===== src/rtl/rr_arb_16.sv =====
// 16-requester round-robin arbiter driving the select of a 16-to-1 mux, with a valid/ready output handshake.
// Optional grant locking is enabled by defining ARB_LOCK_EN.
module rr_arb_16 #(
  parameter int N = 8
) (
  input  logic        clk,
  input  logic        rst_n,
  input  logic [15:0] req,
  input  logic [15:0] lock,
  input  logic        out_ready,
  output logic [3:0]  sel,
  output logic [15:0] grant,
  output logic        out_valid,
  output logic [15:0] xfer_cnt
);

  typedef enum logic {IDLE, GRANT} state_t;

  // N is the downstream mux data width; nothing in this block depends on it.
  localparam int unused_n = N;

  state_t      state, state_n;
  logic [3:0]  ptr, ptr_n, sel_n, win;
  logic [15:0] grant_n, cnt_n;
  logic        valid_n, hold;

`ifndef ARB_LOCK_EN
  logic unused_lock;
  assign unused_lock = ^lock;
`endif

  // First set bit searched from p+1 upward with wrap; p itself is checked last.
  function automatic logic [3:0] rr_pick(input logic [15:0] r, input logic [3:0] p);
    logic [3:0] idx;
    logic       found;
    rr_pick = p;
    found   = 1'b0;
    for (int unsigned i = 1; i <= 16; i++) begin
      idx = p + 4'(i);
      if (!found && r[idx]) begin
        rr_pick = idx;
        found   = 1'b1;
      end
    end
  endfunction

  always_comb begin
    state_n = state;
    ptr_n   = ptr;
    sel_n   = sel;
    grant_n = grant;
    valid_n = out_valid;
    cnt_n   = xfer_cnt;
    hold    = 1'b0;
    win     = '0;
    case (state)
      IDLE: begin
        if (|req) begin
          win     = rr_pick(req, ptr);
          state_n = GRANT;
          sel_n   = win;
          grant_n = 16'b1 << win;
          valid_n = 1'b1;
        end
      end
      GRANT: begin
        if (out_ready) begin
          cnt_n = xfer_cnt + 16'd1;
`ifdef ARB_LOCK_EN
          hold = lock[sel] & req[sel];
`endif
          // A locked transfer keeps both the pointer and the current winner.
          ptr_n = hold ? ptr : sel;
          win   = hold ? sel : rr_pick(req, sel);
          if (|req) begin
            sel_n   = win;
            grant_n = 16'b1 << win;
          end else begin
            state_n = IDLE;
            sel_n   = '0;
            grant_n = '0;
            valid_n = 1'b0;
          end
        end
      end
      default: state_n = IDLE;
    endcase
  end

  always_ff @(posedge clk or negedge rst_n) begin
    if (!rst_n) begin
      state     <= IDLE;
      ptr       <= '1;
      sel       <= '0;
      grant     <= '0;
      out_valid <= 1'b0;
      xfer_cnt  <= '0;
    end else begin
      state     <= state_n;
      ptr       <= ptr_n;
      sel       <= sel_n;
      grant     <= grant_n;
      out_valid <= valid_n;
      xfer_cnt  <= cnt_n;
    end
  end

endmodule


===== config.mk =====
export PLATFORM = sky130hd
export DESIGN_NAME = rr_arb_16
export DESIGN_NICKNAME = d
export VERILOG_FILES = /design/src/rtl/rr_arb_16.sv
export SDC_FILE = /design/constraint.sdc
export NUM_CORES = 1
export LEC_CHECK = 0
export ABC_AREA = 1
export BUFFER_PORTS_ARGS = -buffer_cell sky130_fd_sc_hd__buf_2
export CORE_MARGIN = 2
export CORE_UTILIZATION = 30
export CTS_BUF_LIST = sky130_fd_sc_hd__clkbuf_4 sky130_fd_sc_hd__clkbuf_8 sky130_fd_sc_hd__clkbuf_16
export DETAILED_ROUTE_END_ITERATION = 8
export SYNTH_ARGS = -nofsm -noshare
export SYNTH_HDL_FRONTEND = slang
export SYNTH_SLANG_ARGS = --single-unit

===== constraint.sdc =====
create_clock -name clk -period 4 [get_ports clk]
set_clock_uncertainty 0.05 [all_clocks]
set_input_delay 0.4 -clock clk [delete_from_list [all_inputs] [get_ports clk]]
set_output_delay 0.4 -clock clk [all_outputs]
set_load 0.005 [all_outputs]

==> results by stage <==
Critical path:
- In this run the worst path has a maximum fanout of 28.
- The most repeated library cell on the critical path is sky130_fd_sc_hd__nand2_1.
- The critical path startpoint category is a flop.
- The data required time at the worst endpoint is 4180 ps.
- The critical path is of the reg2reg type.
- The largest single stage delay on the critical path is 440 ps.
- The category of the worst setup path capture point is a flop.
- The slowest stage of the critical path belongs to the cell sky130_fd_sc_hd__dfrtp_2.
- At the worst endpoint, the arrival time is ~3900 ps.

STA:
- In this run the tightest slew margin relative to its limit is 0.370.
- The smallest clock period supported by the final layout is computed as 3700 ps.
- The number of failing hold endpoints at the final stage is 0.
- For the pin with the worst max-slew slack, the measured transition is about 950 ps.
- The achievable clock frequency is 270 MHz.
- The final clock period utilization by the worst path is 0.926.
- The number of max-slew violations in the final report came to 0.
- The count of endpoints failing setup in the final report is 0.

Clocking:
- The number of CTS-inserted buffers is 5.
- The clock insertion delay at the later pin of the skew report is slightly below 300 ps.
- No sink is reached through more buffers than the 2 on the longest clock path.
- The CTS tree is built.
- In this run, post-CTS hold repair placed 0 buffers.
- Clock tree synthesis found a total of 42 sinks.
- The number of H-tree branching levels is 2.
- The cell chosen for the clock root is sky130_fd_sc_hd__clkbuf_16.
- The post-CTS clock slew at the launch and capture registers of the worst setup and hold paths is around 60 ps.

Place:
- In this run the tool buffered the top-level ports with 55 buffer cells.
- The HPWL after detailed placement is 15.5 mm.
- The last weighted congestion value of the routability-driven placer is 0.914.
- The instance area after placement is 6960 µm².

Global routing:
- In the global route stage, overall resource usage came out at 0.176.
- The wire length of the first global-routing pass is about 32 mm.
- The number of antenna violations at the first check in global routing was 0.
- The number of global-route vias before repair came to between 6,000 and 7,000.
- After global routing the overflow that remains totals 0.
- The pin count of the biggest net entering global routing is 43.

Logic synthesis:
- The share of synthesized registers carrying an async set or reset is 1.00.
- The number of warnings printed during yosys synthesis is 0.
- The register area share after synthesis is 0.166.
- The synthesized area divided by synthesized cell count is 5.80 µm².
- After technology mapping, the gate count stands at 1,095.
- Sorting the synthesized cells by area gives the leading types as sky130_fd_sc_hd__nand2_1, sky130_fd_sc_hd__nand3_1, sky130_fd_sc_hd__dfrtp_1.
- In this run, distinct cell masters in the synthesized netlist total 53.
- The synthesized design contains 42 register bits.
- The post-synth design cell area is 6360 µm².
- Of the post-synthesis cell area, the dominant cell type holds 0.224.
- The synthesized design contains 0 enable-type register cells.
- In the synthesized netlist the dominant register cell turns out to be sky130_fd_sc_hd__dfrtp_1.
- When the netlist entered floorplanning its net count stood at approximately 1,100.
- Summed over all instances, the cell type with the most area after synthesis is sky130_fd_sc_hd__nand2_1.

Die:
- In this run the standard cell core region covers 20,900 µm².
- The initial utilization of the core area, before any placement, comes to 0.304.
- Measured along the y axis, the die boundary spans about 150 µm.
- The row count is 53.
- The die is between 100 and 150 µm wide.
- 72 I/O pins were placed.
- The die covers 22,400 µm².

Routing:
- The first detailed-routing pass took 6 iterations.
- The post-route DRC violation count is 0.
- The routed via count is around 7,000.
- The first routing iteration left 529 violations.
- The routed wire length is 20.0 mm.
- The post-detailed-route wirelength per cell is 13.8 µm.
- Dividing the detail-routed via count by the number of cells gives 4.91.
- The number of nets still failing antenna checks after routing is 0.

Run:
- The number of violations of the max-capacitance limit is 0.

Cells and area:
- After the last flow step, the layout net total stands at 1,223.
- The area of all placed cells without fillers is 7570 µm².
- The number of filler cells placed in the layout is around 2,300.
- The number of antenna diodes in the final layout is 0.
- From synthesis to final layout, the design area changed by 19.2%.
- Of the cells placed in the final design, the portion with a size suffix greater than 1 is 0.223.

Outcome:
- The flow ran to the end, and the final reports show no timing, DRC or antenna violations.

Worst hold path:
- The path class of the lowest-slack min-delay path is in2async.
[cell type report]
class	instances	area (µm²)	area share
clock buffer	5	125	0.0165
clock inverter	3	68.8	0.00908
inverter	131	526	0.0694
multi-input combinational	895	4830	0.638
sequential	42	1060	0.140
tap	275	344	0.0454
timing repair buffer	97	622	0.0821
[layer usage]
layer | up-vias | global-route usage | share of wire
li1 | 3651 | - | -
met1 | 3237 | 0.253 | 0.49
met2 | 204 | 0.282 | 0.44
met3 | 22 | 0.0271 | 0.060
met4 | 0 | 0.0252 | 0.0098
met5 | - | 0 | 0
[synth_stat cells, types with 13 or more instances]
library cell              instances
sky130_fd_sc_hd__nor2_1         104
sky130_fd_sc_hd__nand2_4         16
sky130_fd_sc_hd__inv_1          102
sky130_fd_sc_hd__nand2_2         29
sky130_fd_sc_hd__nand2_1        380
sky130_fd_sc_hd__inv_2           17
sky130_fd_sc_hd__ha_1            16
sky130_fd_sc_hd__nand3_2         22
sky130_fd_sc_hd__nand3_1        194
sky130_fd_sc_hd__nand4_1         16
sky130_fd_sc_hd__xor2_1          13
sky130_fd_sc_hd__a21oi_1         17
sky130_fd_sc_hd__dfrtp_1         38
sky130_fd_sc_hd__o21ai_0         19
[flip-flops by register name, summed over array words and instances (netlist names)]
signal     flops
grant         16
xfer_cnt      16
ptr            4
sel            4
out_valid      1
state          1
[cell usage in the layout (no fill, tap or decap), types with 5 or more instances in the layout]
cell type                   instances
sky130_fd_sc_hd__nor2_1           102
sky130_fd_sc_hd__nand2_1          364
sky130_fd_sc_hd__inv_2             17
sky130_fd_sc_hd__clkinv_1           5
sky130_fd_sc_hd__inv_1             98
sky130_fd_sc_hd__dfrtp_1           35
sky130_fd_sc_hd__nor2_4            10
sky130_fd_sc_hd__nand2_2           39
sky130_fd_sc_hd__buf_4             37
sky130_fd_sc_hd__nand4_1           16
sky130_fd_sc_hd__nand2_4           22
sky130_fd_sc_hd__buf_2             55
sky130_fd_sc_hd__o21ai_0           17
sky130_fd_sc_hd__nand3_2           25
sky130_fd_sc_hd__a31oi_1            6
sky130_fd_sc_hd__xor2_1            13
sky130_fd_sc_hd__ha_1              13
sky130_fd_sc_hd__nand3_1          189
sky130_fd_sc_hd__inv_4              5
sky130_fd_sc_hd__clkbuf_16          5
sky130_fd_sc_hd__o21ai_1            5
sky130_fd_sc_hd__xnor2_1           10
sky130_fd_sc_hd__a21oi_1           17
[worst paths after layout]
check,startpoint,to,slack [ps],depth (start not counted)
max reg2reg,sel[0],grant[0],300,31
min in group clk,out_ready,state,250,2
min,rst_n,xfer_cnt[5],210,1
max in group asynchronous,rst_n,sel[2],3040,1
min reg2reg,grant[1],grant[1],420,2
max,sel[0],grant[0],300,31
[worst max-delay path, delay by kind of cell (launching register included)]
kind | cells | cell delay (ps)
adders and majority gates | 1 | 220
buffers and inverters | 5 | 440
DFF | 1 | 440
and+or+nand+nor | 25 | 2450
[metrics by stage]
| step | worst slack [ps] | TNS, ps | util | hold slack [ps] | cells |
|---|---|---|---|---|---|
| floorplan | 437 | 0 | - | 54.4 | 1095 |
| global placement | 207 | 0 | 0.333 | 411 | 1425 |
| detailed placement | 156 | 0 | 0.333 | 415 | 1425 |
| CTS | 107 | 0 | 0.343 | 248 | 1433 |
| global route | -7.32 | -14.8 | 0.363 | 282 | 1448 |
| finish | 296 | 0 | 0.363 | 209 | 1448 |
[cell families after synthesis]
| logic type | share of synthesized area |
|---|---|
| flip-flops | 0.166 |
| adder cells (fa/ha/maj) | 0.0315 |
| XOR/XNOR | 0.0419 |
| AO/OA/AOI/OAI | 0.0551 |
| buffers and inverters | 0.114 |
| AND/OR/NAND/NOR | 0.591 |
[repair_timing]
action,4_1_cts,5_1_grt
gates resized for setup,0,73
setup buffers,0,15
setup endpoints to repair,0,16
Power is left out: the tool's default activity adds up to more than one toggle a clock period on the data nets, which glitch-free logic cannot reach.
